### src/rtl/alu_issue_pkg.sv
// Shared types and defaults for the ALU issue slice.
// Latency: n/a (types only).
// Backpressure: n/a (types only).
package alu_issue_pkg;

    localparam int DEPTH_DEF   = 4;
    localparam int ALU_LAT_DEF = 2;
    localparam int TAG_W       = 4;

    typedef enum logic [1:0] {
        OPC_ARITH   = 2'b00,
        OPC_SHIFT   = 2'b01,
        OPC_NOP     = 2'b10,
        OPC_ILLEGAL = 2'b11
    } opclass_e;

    typedef struct packed {
        opclass_e         cls;
        logic [2:0]       op;
        logic [2:0]       opsel;
        logic [4:0]       shamt;
        logic [31:0]      src1;
        logic [31:0]      src2;
        logic [TAG_W-1:0] tag;
    } pkt_t;

endpackage

### src/rtl/alu_issue_fifo.sv
// In-order packet buffer with DEPTH entries and wrap-bit pointers.
// Latency: a pushed entry is visible at the head one cycle after the push edge.
// Backpressure: full_o comes from registered pointers, so a pop never frees a slot in the same cycle.
module alu_issue_fifo
    import alu_issue_pkg::*;
#(
    parameter int DEPTH = DEPTH_DEF
) (
    input  logic clock,
    input  logic reset,
    input  logic push_i,
    input  pkt_t push_dat_i,
    input  logic pop_i,
    output pkt_t head_dat_o,
    output logic full_o,
    output logic empty_o
);

    localparam int AW = $clog2(DEPTH);

    logic [AW:0] wr_ptr_q, wr_ptr_d;
    logic [AW:0] rd_ptr_q, rd_ptr_d;
    pkt_t        mem_q [DEPTH];
    logic        do_push;
    logic        do_pop;

    assign full_o  = (wr_ptr_q[AW] != rd_ptr_q[AW]) && (wr_ptr_q[AW-1:0] == rd_ptr_q[AW-1:0]);
    assign empty_o = (wr_ptr_q == rd_ptr_q);
    assign do_push = push_i && !full_o;
    assign do_pop  = pop_i && !empty_o;
    assign head_dat_o = mem_q[rd_ptr_q[AW-1:0]];

    // Advance pointers on accepted push/pop; the extra MSB tells full from empty.
    always_comb begin
        wr_ptr_d = wr_ptr_q;
        rd_ptr_d = rd_ptr_q;
        if (do_push) wr_ptr_d = wr_ptr_q + (AW+1)'(1);
        if (do_pop)  rd_ptr_d = rd_ptr_q + (AW+1)'(1);
    end

    // Pointer registers; reset empties the buffer.
    always_ff @(posedge clock) begin
        if (!reset) begin
            wr_ptr_q <= '0;
            rd_ptr_q <= '0;
        end else begin
            wr_ptr_q <= wr_ptr_d;
            rd_ptr_q <= rd_ptr_d;
        end
    end

    // Entry storage; contents are don't-care until the write pointer covers them.
    always_ff @(posedge clock) begin
        if (do_push) mem_q[wr_ptr_q[AW-1:0]] <= push_dat_i;
    end

endmodule

### src/rtl/alu_issue.sv
// Decodes incoming packets, buffers them in order and issues one per cycle to the ALU; optional illegal counter under ALU_ISSUE_ILLEGAL_CNT_EN.
// Latency: accept at edge k -> issue outputs after edge k+1; res_valid/res_tag ALU_LAT edges after issue.
// Backpressure: in_ready drops when the buffer is full; stall holds the head and issues bubbles.
module alu_issue
    import alu_issue_pkg::*;
#(
    parameter int DEPTH   = DEPTH_DEF,
    parameter int ALU_LAT = ALU_LAT_DEF
) (
    input  logic             clock,
    input  logic             reset,
    input  logic             in_valid,
    output logic             in_ready,
    input  logic [1:0]       in_class,
    input  logic [2:0]       in_op,
    input  logic [2:0]       in_opsel,
    input  logic [4:0]       in_shamt,
    input  logic [31:0]      in_src1,
    input  logic [31:0]      in_src2,
    input  logic [TAG_W-1:0] in_tag,
    input  logic             stall,
    output logic             enable_arith,
    output logic             enable_shift,
    output logic [2:0]       operation,
    output logic [2:0]       opselect,
    output logic [4:0]       shift_number,
    output logic [31:0]      aluin1,
    output logic [31:0]      aluin2,
    output logic             res_valid,
    output logic [TAG_W-1:0] res_tag
`ifdef ALU_ISSUE_ILLEGAL_CNT_EN
    ,
    output logic [7:0]       illegal_cnt
`endif
);

    pkt_t in_pkt;
    pkt_t head_pkt;
    logic fifo_full;
    logic fifo_empty;
    logic accept;
    logic is_illegal;
    logic push;
    logic pop;

    assign in_pkt.cls   = opclass_e'(in_class);
    assign in_pkt.op    = in_op;
    assign in_pkt.opsel = in_opsel;
    assign in_pkt.shamt = in_shamt;
    assign in_pkt.src1  = in_src1;
    assign in_pkt.src2  = in_src2;
    assign in_pkt.tag   = in_tag;

    // Ready is forced high while reset is held so upstream sees a clean empty buffer.
    assign in_ready   = !fifo_full || !reset;
    assign accept     = in_valid && in_ready && reset;
    assign is_illegal = (in_pkt.cls == OPC_ILLEGAL);
    assign push       = accept && !is_illegal;
    assign pop        = !stall && !fifo_empty;

    alu_issue_fifo #(.DEPTH(DEPTH)) u_fifo (
        .clock      (clock),
        .reset      (reset),
        .push_i     (push),
        .push_dat_i (in_pkt),
        .pop_i      (pop),
        .head_dat_o (head_pkt),
        .full_o     (fifo_full),
        .empty_o    (fifo_empty)
    );

    logic             en_arith_q, en_arith_d;
    logic             en_shift_q, en_shift_d;
    logic [2:0]       op_q, op_d;
    logic [2:0]       opsel_q, opsel_d;
    logic [4:0]       shamt_q, shamt_d;
    logic [31:0]      src1_q, src1_d;
    logic [31:0]      src2_q, src2_d;
    logic [TAG_W-1:0] iss_tag_q, iss_tag_d;

    // Issue stage: a pop loads the head; otherwise a bubble with operands held.
    always_comb begin
        en_arith_d = 1'b0;
        en_shift_d = 1'b0;
        op_d       = op_q;
        opsel_d    = opsel_q;
        shamt_d    = shamt_q;
        src1_d     = src1_q;
        src2_d     = src2_q;
        iss_tag_d  = iss_tag_q;
        if (pop) begin
            en_arith_d = (head_pkt.cls == OPC_ARITH);
            en_shift_d = (head_pkt.cls == OPC_SHIFT);
            op_d       = head_pkt.op;
            opsel_d    = head_pkt.opsel;
            shamt_d    = head_pkt.shamt;
            src1_d     = head_pkt.src1;
            src2_d     = head_pkt.src2;
            iss_tag_d  = head_pkt.tag;
        end
    end

    // Issue registers driving the ALU control and operand outputs.
    always_ff @(posedge clock) begin
        if (!reset) begin
            en_arith_q <= 1'b0;
            en_shift_q <= 1'b0;
            op_q       <= '0;
            opsel_q    <= '0;
            shamt_q    <= '0;
            src1_q     <= '0;
            src2_q     <= '0;
            iss_tag_q  <= '0;
        end else begin
            en_arith_q <= en_arith_d;
            en_shift_q <= en_shift_d;
            op_q       <= op_d;
            opsel_q    <= opsel_d;
            shamt_q    <= shamt_d;
            src1_q     <= src1_d;
            src2_q     <= src2_d;
            iss_tag_q  <= iss_tag_d;
        end
    end

    assign enable_arith = en_arith_q;
    assign enable_shift = en_shift_q;
    assign operation    = op_q;
    assign opselect     = opsel_q;
    assign shift_number = shamt_q;
    assign aluin1       = src1_q;
    assign aluin2       = src2_q;

    logic [ALU_LAT-1:0] res_vld_q, res_vld_d;
    logic [TAG_W-1:0]   res_tag_q [ALU_LAT];
    logic [TAG_W-1:0]   res_tag_d [ALU_LAT];

    // Result pipeline shadows the ALU: a real (arith/shift) issue emerges ALU_LAT cycles later.
    always_comb begin
        res_vld_d[0] = en_arith_q || en_shift_q;
        res_tag_d[0] = iss_tag_q;
        for (int i = 1; i < ALU_LAT; i++) begin
            res_vld_d[i] = res_vld_q[i-1];
            res_tag_d[i] = res_tag_q[i-1];
        end
    end

    // Result pipeline registers; reset drops everything in flight.
    always_ff @(posedge clock) begin
        if (!reset) begin
            res_vld_q <= '0;
            for (int i = 0; i < ALU_LAT; i++) res_tag_q[i] <= '0;
        end else begin
            res_vld_q <= res_vld_d;
            for (int i = 0; i < ALU_LAT; i++) res_tag_q[i] <= res_tag_d[i];
        end
    end

    assign res_valid = res_vld_q[ALU_LAT-1];
    assign res_tag   = res_tag_q[ALU_LAT-1];

`ifdef ALU_ISSUE_ILLEGAL_CNT_EN
    logic [7:0] ill_cnt_q, ill_cnt_d;

    // Count dropped illegal packets, saturating at all-ones.
    always_comb begin
        ill_cnt_d = ill_cnt_q;
        if (accept && is_illegal && (ill_cnt_q != 8'hFF)) ill_cnt_d = ill_cnt_q + 8'd1;
    end

    // Illegal counter register.
    always_ff @(posedge clock) begin
        if (!reset) ill_cnt_q <= '0;
        else        ill_cnt_q <= ill_cnt_d;
    end

    assign illegal_cnt = ill_cnt_q;
`endif

endmodule

### config.mk
export PLATFORM = sky130hd
export DESIGN_NAME = alu_issue
export DESIGN_NICKNAME = d
export VERILOG_FILES = /design/src/rtl/alu_issue_pkg.sv /design/src/rtl/alu_issue_fifo.sv /design/src/rtl/alu_issue.sv
export SDC_FILE = /design/constraint.sdc
export NUM_CORES = 1
export LEC_CHECK = 0
export CAP_MARGIN = 40
export CELL_PAD_IN_SITES_DETAIL_PLACEMENT = 0
export CELL_PAD_IN_SITES_GLOBAL_PLACEMENT = 1
export CORE_ASPECT_RATIO = 2
export CORE_MARGIN = 2
export CORE_UTILIZATION = 34
export CTS_CLUSTER_DIAMETER = 120
export DETAILED_ROUTE_END_ITERATION = 7
export HOLD_SLACK_MARGIN = 0.06
export PLACE_DENSITY = 0.57
export SYNTH_ARGS = -nofsm -noshare
export SYNTH_HDL_FRONTEND = slang
export SYNTH_SLANG_ARGS = --single-unit
export TNS_END_PERCENT = 20
### constraint.sdc
create_clock -name clock -period 8.15 [get_ports clock]
set_clock_uncertainty 0.05 [all_clocks]
set_input_delay 1.63 -clock clock [delete_from_list [all_inputs] [get_ports clock]]
set_output_delay 1.63 -clock clock [all_outputs]
set_load 0.005 [all_outputs]
==> results.sh <==
export IMPL_postSynthRegisterBits=423
export IMPL_postSynthNetCount=937
export IMPL_layout_area_overhead_vs_synth_pct=23.2
export IMPL_place_ws_ns=2.91
export IMPL_outcome="finished, final reports clean"
export IMPL_path_class="input port to output pin"
export IMPL_period_needed_ns=5.15
export IMPL_path_clk_slew_ns=0.06
export IMPL_worst_setup_end_kind="output pin"
export IMPL_groute_usage_overall_pct=13.1
export IMPL_synth_enable_flop_cells=324
export IMPL_dr_total_vias=7718
export IMPL_synthDominantCellAreaShare_pct=62.3
export IMPL_finalHoldViolCount=0
export IMPL_start_util_pct=34.3
export IMPL_multi_input_area_mm2=0.00362
export IMPL_cellPowerDensity_mw_per_mm2=263
export IMPL_yosys_warnings=0
export IMPL_synth_main_ff_cell="edfxtp_1"
export IMPL_detail_route_drc_violations=0
export IMPL_avgSynthCellArea_um2=18.4
export IMPL_tightest_slew_ns=0.878
export IMPL_place_congestion=0.657
export IMPL_cts_repair_resized=0
export IMPL_wire_length_of_the_first_global_routing_pass_mm=48.0
export IMPL_globalRouteOverflowTotal=0
export IMPL_syn_inst=847
export IMPL_via_per_inst=4.77
export IMPL_die_x_um=156
export IMPL_clock_tree_from_tritoncts="yes"
export IMPL_post_synth_top_count_cell="edfxtp_1"
export IMPL_clockRootBuffer="clkbuf_16"
export IMPL_drt_initial_drc_count=318
export IMPL_ir_worst_vdd_v=0.000134
export IMPL_final_min_period_over_clock_period_pct=63.2
export IMPL_grt_antenna_before_repair=1
export IMPL_worst_ep_required_time_ns=6.47
export IMPL_max_freq_mhz=194
export IMPL_ys_types=30
export IMPL_arrival_ns=3.47
export IMPL_critical_path_top_delay_family="buffers and inverters"
export IMPL_most_area_consuming_cells_after_synthesis="edfxtp_1 62%, dfxtp_1 13%, mux4_2 12%"
export IMPL_cts_made_buffers=40
export IMPL_synth_cell_area_mm2=0.0156
export IMPL_final_setup_violation_count=0
export IMPL_worst_skew_pair_late_latency_ns=0.53
export IMPL_total_leakage_power_nw=6.66
export IMPL_critPathSlowestCell="buf_6"
export IMPL_floorplan_die_height_um=307
export IMPL_cts_sink_count=423
export IMPL_core_area_mm2=0.0456
export IMPL_post_cts_setup_buffers=0
export IMPL_fill_cells=4069
export IMPL_synth_commonest_cells="324 x edfxtp_1, 166 x nand2_1, 99 x dfxtp_1"
export IMPL_cts_htree_levels=2
export IMPL_ctsHoldBuffers=0
export IMPL_cp_slowest_stage_delay_ns=0.59
export IMPL_nets=1111
export IMPL_netlist_top_cell_by_area="edfxtp_1"
export IMPL_die_outline_area_mm2=0.0477
export IMPL_postSynth_asyncResetShare_pct=0
export IMPL_slew_viol_final=0
export IMPL_placement_rows=111
export IMPL_share_of_the_yosys_chip_area_belonging_to_registers_pct=75.0
export IMPL_crit_chain="buf_6 > inv_1 > or4_1 > clkdlybuf4s50_1"
export IMPL_floorplan_io_pins=168
export IMPL_placement_io_buffers=167
export IMPL_detailed_routing_iterations_pass_1=4
export IMPL_cts_max_path_buffers=3
export IMPL_power_w=0.00506
export IMPL_critical_path_n_buffers_inverters=3
export IMPL_routed_wirelength_mm=31.3
export IMPL_hpwlAfterDp_mm=18.3
export IMPL_routed_length_per_placed_instance_um=19.4
export IMPL_ant_nets=0
export IMPL_startpoint_type="input port"
export IMPL_crit_fanout=111
export IMPL_postLayoutSetupSlackWorst_ns=3.00
export IMPL_max_cap_violations=0
export IMPL_register_area_mm2=0.0117
export IMPL_slew_limit_headroom_pct=41.5
export IMPL_grt_pass1_vias=8213
export IMPL_unrepaired_setup_endpoints_after_global_routing="false"
export IMPL_share_of_final_layout_standard_cells_stronger_than_drive_strength_1_pct=15.4
export IMPL_holdCritPathClass="flop to flop"
export IMPL_final_setup_tns_ns=0
export IMPL_grt_max_degree=112
[where the power goes]
part,internal [W],switching (W),total (W)
sequential,0.00243,0.0000841,0.00252
combinational,0.000378,0.000274,0.000652
clock,0.00112,0.000777,0.00189
[stage by stage]
| step | util, % | hold slack, ns | std cells | cell area [um^2] |
|---|---|---|---|---|
| after global routing | 42.2 | 0.396 | 1616 | 19200 |
| after CTS | 42.2 | 0.385 | 1616 | 19200 |
| final | 42.2 | 0.383 | 1617 | 19200 |
| after global placement | 39.1 | 0.364 | 1542 | 17800 |
| after floorplan | - | 0.354 | 847 | 15600 |
| after detailed placement | 39.2 | 0.371 | 1544 | 17900 |
[kinds of logic (layout without fill, tap and decap cells)]
group	Yosys count	in the layout	share of synthesized area, %
XOR/XNOR	4	4	0.321
multiplexers	165	165	17.1
adder cells (fa/ha/maj)	5	5	0.401
AND/OR/NAND/NOR	186	186	4.85
flip-flops	423	423	75.0
buffers and inverters	57	261	1.92
AO/OA/AOI/OAI	7	7	0.401
other	0	1	0
[layer usage]
metal / global-route usage, % / vias to the layer above / wire [um]
met3: 2.95 / 48 / 1820
met4: 4.05 / 2 / 738
met1: 17.1 / 3889 / 13700
li1: - / 3571 / -
met5: 0 / - / 16
met2: 21.9 / 208 / 15000
[final cells by class]
cell class                      instances  share of cell area, %
Antenna cell                            1                 0.0130
Clock buffer                           53                   5.73
Clock inverter                         19                   1.24
Inverter                               11                  0.215
Multi-Input combinational cell        367                   18.8
Sequential cell                       423                   61.0
Tap cell                              565                   3.68
Timing Repair Buffer                  178                   9.34
[tightest hold or removal path, cell delays in order (launching register included)]
cell,delay [ns]
dfxtp_1,0.31
nand2_1,0.06
inv_1,0.04
[final timing paths]
check                           from                  end  slack, ns  cells past startpoint
setup / recovery               reset             in_ready       3.00                      4
hold / removal          iss_tag_q[0]      res_tag_q[0][0]       0.38                      2
setup reg to reg  u_fifo.wr_ptr_q[1]  u_fifo.mem_q[1][18]       5.26                      4
hold reg to reg         iss_tag_q[0]      res_tag_q[0][0]       0.38                      2
[state kept, by name, summed over array words and instances, names as in the netlist, 3 cells and up, named ones only]
register and cells:
u_fifo.wr_ptr_q 3, operation 3, u_fifo.mem_q 324, u_fifo.rd_ptr_q 3, aluin1 32, opselect 3
shift_number 5, aluin2 32, iss_tag_q 4, res_tag_q 8
[layout by cell type (no fill, tap or decap), drive strengths merged]
master | netlist | layout
nor4 | 2 | 2
clkdlybuf4s50 | 0 | 166
nor4b | 1 | 1
clkbuf | 24 | 53
nor4bb | 1 | 1
o311ai | 1 | 1
nor2 | 2 | 2
nand2b | 1 | 1
or4 | 2 | 2
a31oi | 1 | 1
mux2i | 84 | 84
inv | 11 | 13
edfxtp | 324 | 324
a311o | 1 | 1
xnor2 | 1 | 1
bufinv | 0 | 5
nand3 | 1 | 1
o31ai | 2 | 2
buf | 22 | 12
xor2 | 3 | 3
nand2 | 166 | 166
diode | 0 | 1
o311a | 1 | 1
o211ai | 1 | 1
and2 | 10 | 10
ha | 5 | 5
clkinv | 0 | 11
clkinvlp | 0 | 1
mux4 | 81 | 81
dfxtp | 99 | 99
(Power assumes the default switching activity.)
